$ cat src/rtl/uart_pkg.sv
// Shared UART definitions for the correlator host link: bit timing helper, FSM state
// encodings, the frame sync marker and control-register addresses.
package uart_pkg;

    localparam logic [7:0] SYNC_BYTE_DEFAULT = 8'hA5;

    // Correlator control-register map, shared with the register block and TX side
    localparam logic [7:0] REG_INTEG_LEN  = 8'h10;
    localparam logic [7:0] REG_SAMPLE_DIV = 8'h01;
    localparam logic [7:0] REG_DELAY_TAP  = 8'h02;

    typedef enum logic [2:0] {
        BitIdle,
        BitStart,
        BitData,
        BitStop,
        BitWaitHigh
    } bit_state_e;

    typedef enum logic [2:0] {
        PsSync,
        PsAddr,
        PsDhi,
        PsDlo,
        PsChk
    } parse_state_e;

    function automatic int unsigned clks_per_bit(input int unsigned clk_freq,
                                                 input int unsigned baud);
        return clk_freq / baud;
    endfunction

endpackage

$ cat src/rtl/uart_rx_byte.sv
// 8N1 UART byte receiver: 2-flop synchroniser, mid-bit sampling bit FSM, registered
// byte_valid/frame_err pulses.
module uart_rx_byte
    import uart_pkg::*;
#(
    parameter int unsigned ClksPerBit = 25
) (
    input  logic       clk_i,
    input  logic       rst_i,
    input  logic       rx_i,
    output logic       byte_valid_o,
    output logic [7:0] byte_data_o,
    output logic       frame_err_o
);
    localparam int unsigned    CntW     = $clog2(ClksPerBit);
    localparam logic [CntW-1:0] HalfLoad = CntW'(ClksPerBit / 2 - 1);
    localparam logic [CntW-1:0] FullLoad = CntW'(ClksPerBit - 1);

    bit_state_e      state_q;
    logic            rx_meta_q, rx_sync_q, rx_prev_q;
    logic [CntW-1:0] cnt_q;
    logic [2:0]      bit_idx_q;
    logic [7:0]      shift_q;
    logic [7:0]      byte_data_q;
    logic            byte_valid_q, frame_err_q;

    always_ff @(posedge clk_i or posedge rst_i) begin
        if (rst_i) begin
            rx_meta_q    <= 1'b1;
            rx_sync_q    <= 1'b1;
            rx_prev_q    <= 1'b1;
            state_q      <= BitIdle;
            cnt_q        <= '0;
            bit_idx_q    <= '0;
            shift_q      <= '0;
            byte_data_q  <= '0;
            byte_valid_q <= 1'b0;
            frame_err_q  <= 1'b0;
        end else begin
            rx_meta_q    <= rx_i;
            rx_sync_q    <= rx_meta_q;
            rx_prev_q    <= rx_sync_q;
            byte_valid_q <= 1'b0;
            frame_err_q  <= 1'b0;
            case (state_q)
                BitIdle: begin
                    if (rx_prev_q && !rx_sync_q) begin
                        cnt_q   <= HalfLoad;
                        state_q <= BitStart;
                    end
                end
                BitStart: begin
                    if (cnt_q == '0) begin
                        // A start bit that is high again at mid-bit was a line glitch
                        if (!rx_sync_q) begin
                            cnt_q     <= FullLoad;
                            bit_idx_q <= '0;
                            state_q   <= BitData;
                        end else begin
                            state_q <= BitIdle;
                        end
                    end else begin
                        cnt_q <= cnt_q - 1'b1;
                    end
                end
                BitData: begin
                    if (cnt_q == '0) begin
                        shift_q <= {rx_sync_q, shift_q[7:1]};
                        cnt_q   <= FullLoad;
                        if (bit_idx_q == 3'd7) begin
                            state_q <= BitStop;
                        end else begin
                            bit_idx_q <= bit_idx_q + 1'b1;
                        end
                    end else begin
                        cnt_q <= cnt_q - 1'b1;
                    end
                end
                BitStop: begin
                    if (cnt_q == '0) begin
                        if (rx_sync_q) begin
                            byte_valid_q <= 1'b1;
                            byte_data_q  <= shift_q;
                            state_q      <= BitIdle;
                        end else begin
                            frame_err_q <= 1'b1;
                            state_q     <= BitWaitHigh;
                        end
                    end else begin
                        cnt_q <= cnt_q - 1'b1;
                    end
                end
                BitWaitHigh: begin
                    if (rx_sync_q) begin
                        state_q <= BitIdle;
                    end
                end
                default: state_q <= BitIdle;
            endcase
        end
    end

    assign byte_valid_o = byte_valid_q;
    assign byte_data_o  = byte_data_q;
    assign frame_err_o  = frame_err_q;

endmodule

$ cat src/rtl/uart_cmd_rx.sv
// Host-link command receiver: parses sync/addr/data/checksum frames from the UART byte
// stream into single-cycle register-write strobes, with an inter-byte timeout.
module uart_cmd_rx
    import uart_pkg::*;
#(
    parameter int unsigned CLK_FREQUENCY = 50000000,
    parameter int unsigned BAUD_RATE     = 2000000,
    parameter logic [7:0]  SYNC_BYTE     = SYNC_BYTE_DEFAULT,
    parameter int unsigned TIMEOUT_BITS  = 40
) (
    input  logic        clk_i,
    input  logic        rst_i,
    input  logic        rx_i,
    output logic        byte_valid_o,
    output logic [7:0]  byte_data_o,
    output logic        cmd_valid_o,
    output logic [7:0]  cmd_addr_o,
    output logic [15:0] cmd_data_o,
    output logic        frame_err_o,
    output logic        cmd_err_o
);
    localparam int unsigned     ClksPerBit = clks_per_bit(CLK_FREQUENCY, BAUD_RATE);
    localparam int unsigned     TmoCycles  = TIMEOUT_BITS * ClksPerBit;
    localparam int unsigned     TmoW       = $clog2(TmoCycles);
    // Counter starts one cycle after byte_valid and the pulse is registered, so fire two
    // counts early to land the pulse exactly TmoCycles after byte_valid.
    localparam logic [TmoW-1:0] TmoFire    = TmoW'(TmoCycles - 2);

    parse_state_e    ps_q;
    logic [7:0]      addr_sh_q, dhi_sh_q, dlo_sh_q;
    logic [TmoW-1:0] tmo_q;
    logic            cmd_valid_q, cmd_err_q;
    logic [7:0]      cmd_addr_q;
    logic [15:0]     cmd_data_q;

    uart_rx_byte #(
        .ClksPerBit(ClksPerBit)
    ) u_rx_byte (
        .clk_i       (clk_i),
        .rst_i       (rst_i),
        .rx_i        (rx_i),
        .byte_valid_o(byte_valid_o),
        .byte_data_o (byte_data_o),
        .frame_err_o (frame_err_o)
    );

    always_ff @(posedge clk_i or posedge rst_i) begin
        if (rst_i) begin
            ps_q        <= PsSync;
            addr_sh_q   <= '0;
            dhi_sh_q    <= '0;
            dlo_sh_q    <= '0;
            tmo_q       <= '0;
            cmd_valid_q <= 1'b0;
            cmd_err_q   <= 1'b0;
            cmd_addr_q  <= '0;
            cmd_data_q  <= '0;
        end else begin
            cmd_valid_q <= 1'b0;
            cmd_err_q   <= 1'b0;
            if (byte_valid_o) begin
                tmo_q <= '0;
                case (ps_q)
                    PsSync: begin
                        if (byte_data_o == SYNC_BYTE) begin
                            ps_q <= PsAddr;
                        end
                    end
                    PsAddr: begin
                        addr_sh_q <= byte_data_o;
                        ps_q      <= PsDhi;
                    end
                    PsDhi: begin
                        dhi_sh_q <= byte_data_o;
                        ps_q     <= PsDlo;
                    end
                    PsDlo: begin
                        dlo_sh_q <= byte_data_o;
                        ps_q     <= PsChk;
                    end
                    PsChk: begin
                        if (byte_data_o == (addr_sh_q ^ dhi_sh_q ^ dlo_sh_q)) begin
                            cmd_valid_q <= 1'b1;
                            cmd_addr_q  <= addr_sh_q;
                            cmd_data_q  <= {dhi_sh_q, dlo_sh_q};
                        end else begin
                            cmd_err_q <= 1'b1;
                        end
                        ps_q <= PsSync;
                    end
                    default: ps_q <= PsSync;
                endcase
            end else if (ps_q == PsSync) begin
                tmo_q <= '0;
            end else if (tmo_q == TmoFire) begin
                cmd_err_q <= 1'b1;
                ps_q      <= PsSync;
                tmo_q     <= '0;
            end else begin
                tmo_q <= tmo_q + 1'b1;
            end
        end
    end

    assign cmd_valid_o = cmd_valid_q;
    assign cmd_err_o   = cmd_err_q;
    assign cmd_addr_o  = cmd_addr_q;
    assign cmd_data_o  = cmd_data_q;

endmodule

$ cat config.mk
export PLATFORM = sky130hd
export DESIGN_NAME = uart_cmd_rx
export DESIGN_NICKNAME = d
export VERILOG_FILES = /design/src/rtl/uart_pkg.sv /design/src/rtl/uart_rx_byte.sv /design/src/rtl/uart_cmd_rx.sv
export SDC_FILE = /design/constraint.sdc
export NUM_CORES = 1
export LEC_CHECK = 0
export ABC_AREA = 1
export BUFFER_PORTS_ARGS = -buffer_cell sky130_fd_sc_hd__buf_2
export CORE_MARGIN = 3
export CORE_UTILIZATION = 40
export DETAILED_ROUTE_END_ITERATION = 12
export PLACE_DENSITY = 0.54
export SYNTH_ARGS = -nofsm -noshare
export SYNTH_HDL_FRONTEND = slang
export SYNTH_SLANG_ARGS = --single-unit
$ cat constraint.sdc
create_clock -name clk_i -period 3.63 [get_ports clk_i]
set_input_delay 0.1815 -clock clk_i [delete_from_list [all_inputs] [get_ports clk_i]]
set_output_delay 0.1815 -clock clk_i [all_outputs]
set_load 0.005 [all_outputs]
=== After elaboration in Yosys (flattened, before gate mapping) ===
Index checks and enable logic that the tools add are counted.

* Bits of input ports: 3
* Register bits after elaboration: 95
* Output and inout bits: 36
* Logic and storage cells: 108

* Add/subtract/negate cells: 3
* Muxes and demuxes: 42
* Reduce and logical (&&, ||, !) cells: 18
* Eq/ne operators: 24
* Bitwise operators: 2

{| class="wikitable"
|+ Operators with widths
! operator !! count
|-
| $mux W3 || 15
|-
| $mux W10 || 3
|-
| $mux W5 || 5
|-
| $pmux W5 S4 || 1
|-
| $xor A8 B8 Y8 || 2
|-
| $pmux W3 S5 || 1
|-
| $mux W1 || 14
|-
| $ne A2 B1 Y1 const B || 7
|-
| $eq A3 B2 Y1 const B || 4
|-
| $pmux W3 S4 || 1
|-
| $add A10 B1 Y10 const B || 1
|-
| $eq A10 B10 Y1 const B || 1
|-
| $eq A3 B3 Y1 const B || 3
|-
| $reduce_and A3 Y1 || 3
|-
| $eq A8 B8 Y1 || 1
|-
| $eq A8 B8 Y1 const B || 1
|-
| $ne A2 B2 Y1 const B || 4
|-
| $reduce_and A2 Y1 || 4
|-
| $eq A3 B1 Y1 const B || 2
|-
| $logic_not A3 Y1 || 2
|-
| $pmux W3 S2 || 1
|-
| $reduce_and A6 Y1 || 1
|-
| $logic_not A5 Y1 || 1
|-
| $reduce_and A5 Y1 || 1
|-
| 9 further kinds || 10
|}

=== Logic depth before layout (Yosys ltp) ===
Gate-level depths: netlist (run 1).

* Depth in word-level cells: 6
* Depth in mapped cells: 12
* Depth with buffers taken out: 11

=== Cells and area by module ===
Synthesis (run 1) repeated with hierarchy kept, for this count alone.

* Cell total of the unflattened synthesis: 568
* Area total of the unflattened synthesis: 4667.0 um^2

{| class="wikitable"
|+ By module, submodules not included
! module !! instances !! sequential area each (um^2) !! cells each !! area each (um^2)
|-
| uart_cmd_rx || 1 || 1576.5 || 391 || 3118.0
|-
| uart_rx_byte || 1 || 804.5 || 177 || 1549.0
|}

=== Least setup slack after synthesis (run 1) ===
OpenSTA, ideal clock, no wires.

* Path type: reg-to-reg
* From: reg u_rx_byte.cnt_q[0]
* To: reg u_rx_byte.cnt_q[2]
* Buffers on the path: 0
* Library setup time: 0.117 ns
* Arrival: 1.391 ns
* Slack: 2.123 ns
* Clock period less this slack: 1.507 ns
* Required time: 3.513 ns
* Cell stages (with the launch flop): 12
* Path through: dfrtp_1 inv_1 ha_1 nand3_1 inv_2 nand2_2 nand2_1 inv_2 nand2_1 nand2_1 nand2_1 nor2_1

* Longest elaborated chain between the ends: 3
* Elaborated cells on any way between the ends: 9
* Classes of those cells: add/sub (1); eq/ne (2); mux (4); reduce/logical (2)

{| class="wikitable"
|+ RTL lines
! element !! line !! RTL
|-
| start: declaration || uart_rx_byte.sv:21 || <nowiki>logic [CntW-1:0] cnt_q;</nowiki>
|-
| start signal: assignment || uart_rx_byte.sv:48 || <nowiki>cnt_q <= HalfLoad;</nowiki>
|-
| start signal: assignment || uart_rx_byte.sv:56 || <nowiki>cnt_q <= FullLoad;</nowiki>
|-
| start signal: assignment || uart_rx_byte.sv:63 || <nowiki>cnt_q <= cnt_q - 1'b1;</nowiki>
|-
| $sub A5 B1 Y5 / $logic_not A5 Y1 (equally long branches) || -- ||
|-
| $mux W5 (tied with other cells) || uart_rx_byte.sv:80 || <nowiki>if (cnt_q == '0) begin</nowiki>
|-
| $pmux W5 S4 / $reduce_and A4 Y1 (equally long branches) || -- ||
|}

Parallel ways exist; a longest one is shown, timed or not. The select of a mux whose other input is x is not followed.
A chain may end at the register's enable or synchronous reset.

=== Worst setup path after layout (run 1) ===
* From: reg u_rx_byte.byte_data_q[1], in the netlist u_rx_byte.byte_data_o[1]
* To: reg cmd_data_q[12], in the netlist cmd_data_o[12]

* Longest elaborated chain between the ends: 2

{| class="wikitable"
|+ RTL lines
! element !! line !! RTL
|-
| start: declaration || uart_rx_byte.sv:24 || <nowiki>logic [7:0] byte_data_q;</nowiki>
|-
| start signal: assignment || uart_rx_byte.sv:83 || <nowiki>byte_data_q <= shift_q;</nowiki>
|-
| $eq A8 B8 Y1 || uart_cmd_rx.sv:82 || <nowiki>if (byte_data_o == (addr_sh_q ^ dhi_sh_q ^ dlo_sh_q)) begin</nowiki>
|-
| $reduce_and A3 Y1 (no line) || -- ||
|-
| end signal: assignment || uart_cmd_rx.sv:85 || <nowiki>cmd_data_q <= {dhi_sh_q, dlo_sh_q};</nowiki>
|-
| end: declaration || uart_cmd_rx.sv:34 || <nowiki>logic [15:0] cmd_data_q;</nowiki>
|}

No other way between the ends.

==> metrics.md, run 1 <==
| Metric | Value |
|---|---|
| Status | `completed` |
| Synth Flop Type | `dfrtp_1` |
| Core Box Area | `10,500 µm²` |
| Crit. End Element | `flop` |
| LEAKAGE | `2.60 nW` |
| Pint | `1.57 mW` |
| WL/cell | `12.6 µm` |
| DRT Pass-1 Iters | `4` |
| Post-Syn Area | `4410 µm²` |
| Period minus WS final | `2.09 ns` |
| VDD IR max | `0.229 mV` |
| Total grt overflow | `0` |
| Y dimension of the die | `111 µm` |
| Initial antenna violation count | `0` |
| Clock network fraction of design power | `36.7%` |
| Synth top area share | `52.2%` |
| Sw Share | `26.0%` |
| CTS max path bufs | `2` |
| # IOs | `39` |
| Final Power | `2.13 mW` |
| Detail Route Antenna Nets | `0` |
| WS Path Type | `reg2reg` |
| Critical path data required time | `3.88 ns` |
| Total global-route track usage | `15.7%` |
| Worst slew pin tran | `0.772 ns` |
| Min-delay worst type | `reg2reg` |
| Warnings from Yosys | `0` |
| Highest metal used | `met4` |
| Num Clock Sinks | `95` |
| Slew margin rel. | `48.4%` |
| Fill count | `1,059` |
| Share of cells above drive strength 1 | `13.6%` |
| Die area | `12,300 µm²` |
| WL final | `9240 µm` |
| Fmax | `0.478 GHz` |
| Dominant cell type by area after synthesis | `dfrtp_1` |
| Post-synth EDFFs | `0` |
| Count of cell types in the netlist | `32` |
| Nets | `601` |
| 1st-iter DRT viols | `176` |
| Syn nets | `558` |
| CTS tree | `done` |
| Async S/R FF share, synth | `100%` |
| Count of final setup violators | `0` |
| Psw | `0.554 mW` |
| CTS buffer count | `9` |
| Avg Cell Area, Syn | `8.04 µm²` |
| PwrDens | `427 nW/µm²` |
| Met3 wire len | `289 µm` |
| Max Cap Viol | `0` |
| Insertion delay to the later sink of the worst-skew pair | `0.37 ns` |
| Most numerous cell in the Yosys netlist | `nand2_1` |
| Met2 WL | `4560 µm` |
| Synth cell count leaders | `211 x nand2_1, 92 x dfrtp_1, 48 x inv_1` |
| Post-DP HPWL | `6470 µm` |
| Largest net degree at the start of global routing | `46` |
| Final Hold Vio Count | `0` |
| Flop pwr share | `52.8%` |
| Die X | `111 µm` |
| RSZ-0062 raised after global routing | `no` |
| Register area share after synthesis | `53.9%` |
| Final hold slack | `0.360 ns` |
| Routability cong. | `0.779` |
| Flop and latch count out of synthesis | `95` |
| Drt via density | `4.80` |
| Total number of vias | `3,522` |
| Comb pwr share | `10.5%` |
| Util after Layout | `47.4%` |
| Effective utilization at floorplan | `42.0%` |
| Root Driver | `clkbuf_8` |
| Crit Path Max Fanout | `25` |
| Worst Skew | `0.0164 ns` |
| Vias in the first global route | `3,390` |
| DRC | `0` |
| Clock transition at path regs | `0.10 ns` |
| Setup TNS | `0 ns` |
| Area grow syn2layout | `12.8%` |
| Synth Instances | `549` |
| Htree depth | `3` |
| Critical Path Start Type | `flop` |
| Rows | `37` |
| Largest cells by area after synthesis | `dfrtp_1 52%, nand2_1 18%, nand3_1 5.0%` |
| Period utilization | `57.7%` |
| Slew Viols, Final | `0` |
| Antenna cells | `0` |
| Post-Route M1 WL | `4250 µm` |
| Data arrival time at the worst-slack endpoint | `2.35 ns` |
| Port buffer count | `38` |
| First-pass GRT wire length | `15,900 µm` |
## state kept, by name (all words and copies together) (netlist names)
name,count
addr_sh_q,8
cmd_addr_o,8
cmd_data_o,16
cmd_err_o,1
cmd_valid_o,1
dhi_sh_q,8
dlo_sh_q,8
ps_q,3
tmo_q,10
u_rx_byte.bit_idx_q,3
u_rx_byte.byte_data_o,8
u_rx_byte.byte_valid_o,1
u_rx_byte.cnt_q,5
u_rx_byte.frame_err_o,1
u_rx_byte.rx_meta_q,1
u_rx_byte.rx_prev_q,1
u_rx_byte.rx_sync_q,1
u_rx_byte.shift_q,8
u_rx_byte.state_q,3
## worst paths after layout
| kind | start | endpoint | slack (ns) | depth (start not counted) |
|---|---|---|---|---|
| min in group asynchronous | rst_i | tmo_q[3] | 0.42 | 3 |
| max in group asynchronous | rst_i | dhi_sh_q[1] | 2.41 | 4 |
| hold reg to reg | u_rx_byte.rx_meta_q | u_rx_byte.rx_sync_q | 0.36 | 0 |
| setup / recovery | u_rx_byte.byte_data_o[1] | cmd_data_o[12] | 1.54 | 10 |
| hold / removal | u_rx_byte.rx_meta_q | u_rx_byte.rx_sync_q | 0.36 | 0 |
| setup reg to reg | u_rx_byte.byte_data_o[1] | cmd_data_o[12] | 1.54 | 10 |
## stage by stage
stage	worst slack, ns	cell area (µm²)	std cells
global route	1.29	4980	733
detailed placement	1.51	4740	715
floorplan	0.976	4410	549
global placement	1.60	4740	715
CTS	1.48	4980	733
finish	1.54	4980	733
## power by group through the flow
stage	logic, mW	clock network, mW	registers [mW]
2_1_floorplan	0.183	0	1.14
3_3_place_gp	0.222	0	1.14
3_5_place_dp	0.228	0	1.14
4_1_cts	0.229	0.812	1.13
5_1_grt	0.263	0.853	1.13
6_report	0.223	0.780	1.12
## worst max-delay path, stage by stage, from the launching register on
cell     delay [ns]
dfrtp_1        0.43
inv_1          0.18
nand2_1        0.07
nand2_1        0.06
nand2_1        0.05
nand2_1        0.07
nand2_1        0.09
nor2_2         0.16
nand4_2        0.55
nand2_1        0.23
nand2_1        0.07
## logic make-up (layout without fill, tap and decap cells)
| logic type | count (synthesis) | count (layout) | share of synthesized area [%] |
|---|---|---|---|
| buf+inv | 71 | 119 | 6.55 |
| compound gates | 56 | 56 | 6.66 |
| simple gates | 315 | 315 | 30.0 |
| xor+xnor | 6 | 6 | 1.19 |
| fa+ha+maj | 6 | 6 | 1.70 |
| flops | 95 | 95 | 53.9 |
## what timing repair did
| item | CTS | global route |
|---|---|---|
| hold buffers | 2 | 0 |
| hold endpoints to repair | 44 | 0 |
| resized for setup | 0 | 0 |
| setup buffers | 0 | 0 |
## area by class of cell
type	instances	area, µm²	share of cell area [%]
clock buffers	11	141	2.84
well taps	136	170	3.42
multi-input cells	383	1740	35.0
repair buffers	43	233	4.67
clock inverters	5	81.3	1.63
inverters	60	228	4.57
flip-flops and latches	95	2380	47.8
## layer usage
metal	track usage, %	up-vias
met5	0	-
met4	5.11	0
met3	3.71	13
met2	27.5	49
met1	19.1	1640
li1	-	1820
## cell usage in the layout (no fill, tap or decap), drive strengths merged
master and instances:
nand2 212, dfrtp 92, inv 60, o21ai 47
nand3 44, buf 41, nor2 40, clkbuf 11
nor3 8, ha 6, nand4 6, xor2 4
a21oi 3, dfstp 3, xnor2 2, a31oi 2
nor3b 2, a22oi 2, bufinv 2, dlygate4sd3 2
clkinv 2, and3b 1, o2111ai 1, and2 1
o21bai 1, nand3b 1, clkinvlp 1
Power figures use the tool's default switching activity.
==> inputs of run 2 (changes only) <==
Settings changed: ABC_AREA 1 to 0.
Clock period 3.63 ns to 2 ns, I/O delays scaled along.
==> metrics.md, run 2 <==
| Metric | Value |
|---|---|
| Htree depth | `3 (unchanged)` |
| Core Box Area | `10000 µm² (was 10,500 µm²)` |
| Area of the multi-input gates | `1910 µm² (was 1740 µm²)` |
| Nets | `433 (was 601)` |
| DRT Pass-1 Iters | `4 (unchanged)` |
| Post-synth EDFFs | `0 (unchanged)` |
| Vias in the first global route | `2,813 (was 3,390)` |
| Critical path's most frequent cell | `or4_4 (was nand2_1)` |
| Avg Cell Area, Syn | `13.4 µm² (was 8.04 µm²)` |
| Max Cap Viol | `0 (unchanged)` |
| RSZ-0062 raised after global routing | `yes (was no)` |
| Most numerous cell in the Yosys netlist | `dfrtp_1 (was nand2_1)` |
| WL/cell | `15.8 µm (was 12.6 µm)` |
| Root Driver | `clkbuf_8 (unchanged)` |
| Final hold slack | `0.342 ns (was 0.360 ns)` |
| Routability cong. | `0.735 (was 0.779)` |
| Crit-path slowest cell | `or4_4 (was nand4_2)` |
| CTS tree | `done (unchanged)` |
| Warnings from Yosys | `0 (unchanged)` |
| Crit Path Max Fanout | `13 (was 25)` |
| Final Power | `4.17 mW (was 2.13 mW)` |
| Register area share after synthesis | `56.4% (was 53.9%)` |
| First-pass GRT wire length | `14,800 µm (was 15,900 µm)` |
| Most frequent cells in the layout | `92 x dfrtp_1, 57 x buf_4, 38 x buf_2 (was 211 x nand2_1, 92 x dfrtp_1, 47 x inv_1)` |
| CTS max path bufs | `2 (unchanged)` |
| Die X | `109 µm (was 111 µm)` |
| Slew Viols, Final | `0 (unchanged)` |
| Post-DP HPWL | `6240 µm (was 6470 µm)` |
| Insertion delay to the later sink of the worst-skew pair | `0.36 ns (was 0.37 ns)` |
| Count of cell types in the netlist | `40 (was 32)` |
| Crit. End Element | `flop (unchanged)` |
| Share of cells above drive strength 1 | `49.0% (was 13.6%)` |
| Slew margin rel. | `61.2% (was 48.4%)` |
| Fill count | `861 (was 1,059)` |
| PwrDens | `757 nW/µm² (was 427 nW/µm²)` |
| CP delay by family, top | `simple AND/OR/NAND/NOR gates (unchanged)` |
| Critical path data required time | `2.25 ns (was 3.88 ns)` |
| Count of final setup violators | `43 (was 0)` |
| Period utilization | `116% (was 57.7%)` |
| Data arrival time at the worst-slack endpoint | `2.56 ns (was 2.35 ns)` |
| Total global-route track usage | `16.5% (was 15.7%)` |
| VDD IR max | `0.593 mV (was 0.229 mV)` |
| Dominant cell type by area after synthesis | `dfrtp_1 (unchanged)` |
| Effective utilization at floorplan | `42.2% (was 42.0%)` |
| Rows | `36 (was 37)` |
| Commonest non-fill, non-tap cell in the layout | `dfrtp_1 (was nand2_1)` |
| # IOs | `39 (unchanged)` |
| Max stage delay on crit path | `0.54 ns (was 0.55 ns)` |
| Cell chain of the critical path | `xor2_1 -> xnor2_1 -> or4_4 -> or4_4 -> buf_12 -> mux2_4 (was inv_1 -> nand2_1 -> nand2_1 -> nand2_1 -> nand2_1 -> nand2_1 -> nor2_2 -> nand4_2 -> nand2_1 -> nand2_1)` |
| Drt via density | `4.94 (was 4.80)` |
| Failing checks | `negative setup slack` |
| Largest cells by area after synthesis | `dfrtp_1 55%, mux2_2 12%, mux2_4 7.1% (was dfrtp_1 52%, nand2_1 18%, nand3_1 5.0%)` |
| Worst slew pin tran | `0.581 ns (was 0.772 ns)` |
| CTS buffer count | `9 (unchanged)` |
| Largest net degree at the start of global routing | `47 (was 46)` |
| Clock transition at path regs | `0.09 ns (was 0.10 ns)` |
| 1st-iter DRT viols | `107 (was 176)` |
| Synth Flop Type | `dfrtp_1 (unchanged)` |
| Crit path buffers/inverters | `1 (unchanged)` |
| Async S/R FF share, synth | `100% (unchanged)` |
| Total grt overflow | `0 (unchanged)` |
| Synth cell count leaders | `92 x dfrtp_1, 45 x mux2_2, 22 x nor2_1 (was 211 x nand2_1, 92 x dfrtp_1, 48 x inv_1)` |
| Status | `complete, but fails checks (was completed)` |
| Total number of vias | `2,774 (was 3,522)` |
| Largest register FFs | `16 (unchanged)` |
| Synth Instances | `316 (was 549)` |
| Period minus WS final | `2.31 ns (was 2.09 ns)` |
| Post-Place Setup Slack | `-0.308 ns (was 1.51 ns)` |
| Port buffer count | `38 (unchanged)` |
| LEAKAGE | `2.86 nW (was 2.60 nW)` |
| Worst Skew | `0.0138 ns (was 0.0164 ns)` |
| Y dimension of the die | `109 µm (was 111 µm)` |
| WL final | `8890 µm (was 9240 µm)` |
| Flop and latch count out of synthesis | `95 (unchanged)` |
| Syn nets | `325 (was 558)` |
| DRC | `0 (unchanged)` |
| Area grow syn2layout | `30.5% (was 12.8%)` |
| Initial antenna violation count | `0 (unchanged)` |
| Num Clock Sinks | `95 (unchanged)` |
| Die area | `11,800 µm² (was 12,300 µm²)` |
| Min-delay worst type | `in2async (was reg2reg)` |
| Post-Syn Area | `4220 µm² (was 4410 µm²)` |
| Antenna cells | `0 (unchanged)` |
| Detail Route Antenna Nets | `0 (unchanged)` |
| Final Hold Vio Count | `0 (unchanged)` |
| Critical Path Start Type | `flop (unchanged)` |
| WS Path Type | `reg2reg (unchanged)` |
| Synth top area share | `54.6% (was 52.2%)` |
| Setup ws final | `-0.311 ns (was 1.54 ns)` |
| Fmax | `0.433 GHz (was 0.478 GHz)` |
| Sequential Area | `2380 µm² (unchanged)` |
run 2: cell types whose count changed after synthesis, moves of 20 or more:
| cell | before | now |
|---|---|---|
| o21ai_0 | 39 | 6 |
| nand2_1 | 211 | 14 |
| mux2_2 | 0 | 45 |
| nand3_1 | 44 | 8 |
| inv_1 | 48 | 5 |
| mux2_4 | 0 | 20 |
run 2: worst reg2reg max path: cells and delay by family, from the launching register on:
family | cells | cell delay [ns]
xor+xnor | 2 | 0.32
mux | 1 | 0.30
buf+inv | 1 | 0.18
flops | 1 | 0.40
simple gates | 2 | 1.01
run 2: final timing paths:
kind,end,slack (ns),startpoint,depth (start not counted)
min in group clk_i,u_rx_byte.rx_sync_q,0.36,u_rx_byte.rx_meta_q,0
hold / removal,u_rx_byte.cnt_q[1],0.34,rst_i,3
setup / recovery,cmd_data_o[3],-0.31,addr_sh_q[3],6
hold reg to reg,u_rx_byte.rx_sync_q,0.36,u_rx_byte.rx_meta_q,0
max in group asynchronous,addr_sh_q[3],1.04,rst_i,4
setup reg to reg,cmd_data_o[3],-0.31,addr_sh_q[3],6
run 2: metal layers:
metal	share of wire, %	wire [µm]	track usage (%)
met3	2.8	249	2.25
met2	45	3970	24.4
met1	51	4530	24.2
met4	1.6	144	7.12
met5	0	0	0
run 2: power by group:
group	internal (mW)	total, mW	leakage [nW]	switching [mW]
sequential	2.01	2.11	1.30	0.105
clock	0.563	1.24	0.0963	0.679
combinational	0.425	0.811	1.46	0.386
total	3.00	4.17	2.86	1.17
run 2: what timing repair did:
action                                  in CTS  in global routing
endpoints found under the hold margin       20                  0
endpoints found under the setup margin      45                 45
setup buffers                                5                  4
hold buffers                                 2                  0
pin swaps                                    4                  8
resized for setup                           16                 13
gates cloned                                 1                  0
run 2: area by class of cell:
class / instances / share of cell area (%)
well taps: 133 / 3.02
multi-input cells: 205 / 34.6
repair buffers: 108 / 15.2
inverters: 5 / 0.409
clock buffers: 13 / 3.07
flip-flops and latches: 95 / 43.2
clock inverters: 3 / 0.454
run 2: kinds of logic (layout without fill, tap and decap cells):
family,count (synthesis),in the layout,synth area share (%)
AOI/OAI and AO/OA,29,29,4.48
adders and majority gates,6,6,1.78
muxes,65,65,19.1
DFF,95,95,56.4
xor gates and xnor gates,31,31,6.44
buffers and inverters,16,129,2.37
and+or+nand+nor,74,74,9.37
run 2: through the flow:
step	util [%]	instance area, µm²	std cells	setup TNS (ns)
finish	55.1	5510	562	-8.49
global route	55.1	5510	562	-11.21
CTS	54.4	5440	559	-9.24
detailed placement	51.0	5100	535	-8.51
global placement	51.0	5100	535	-7.62
floorplan	-	4300	316	-8.69
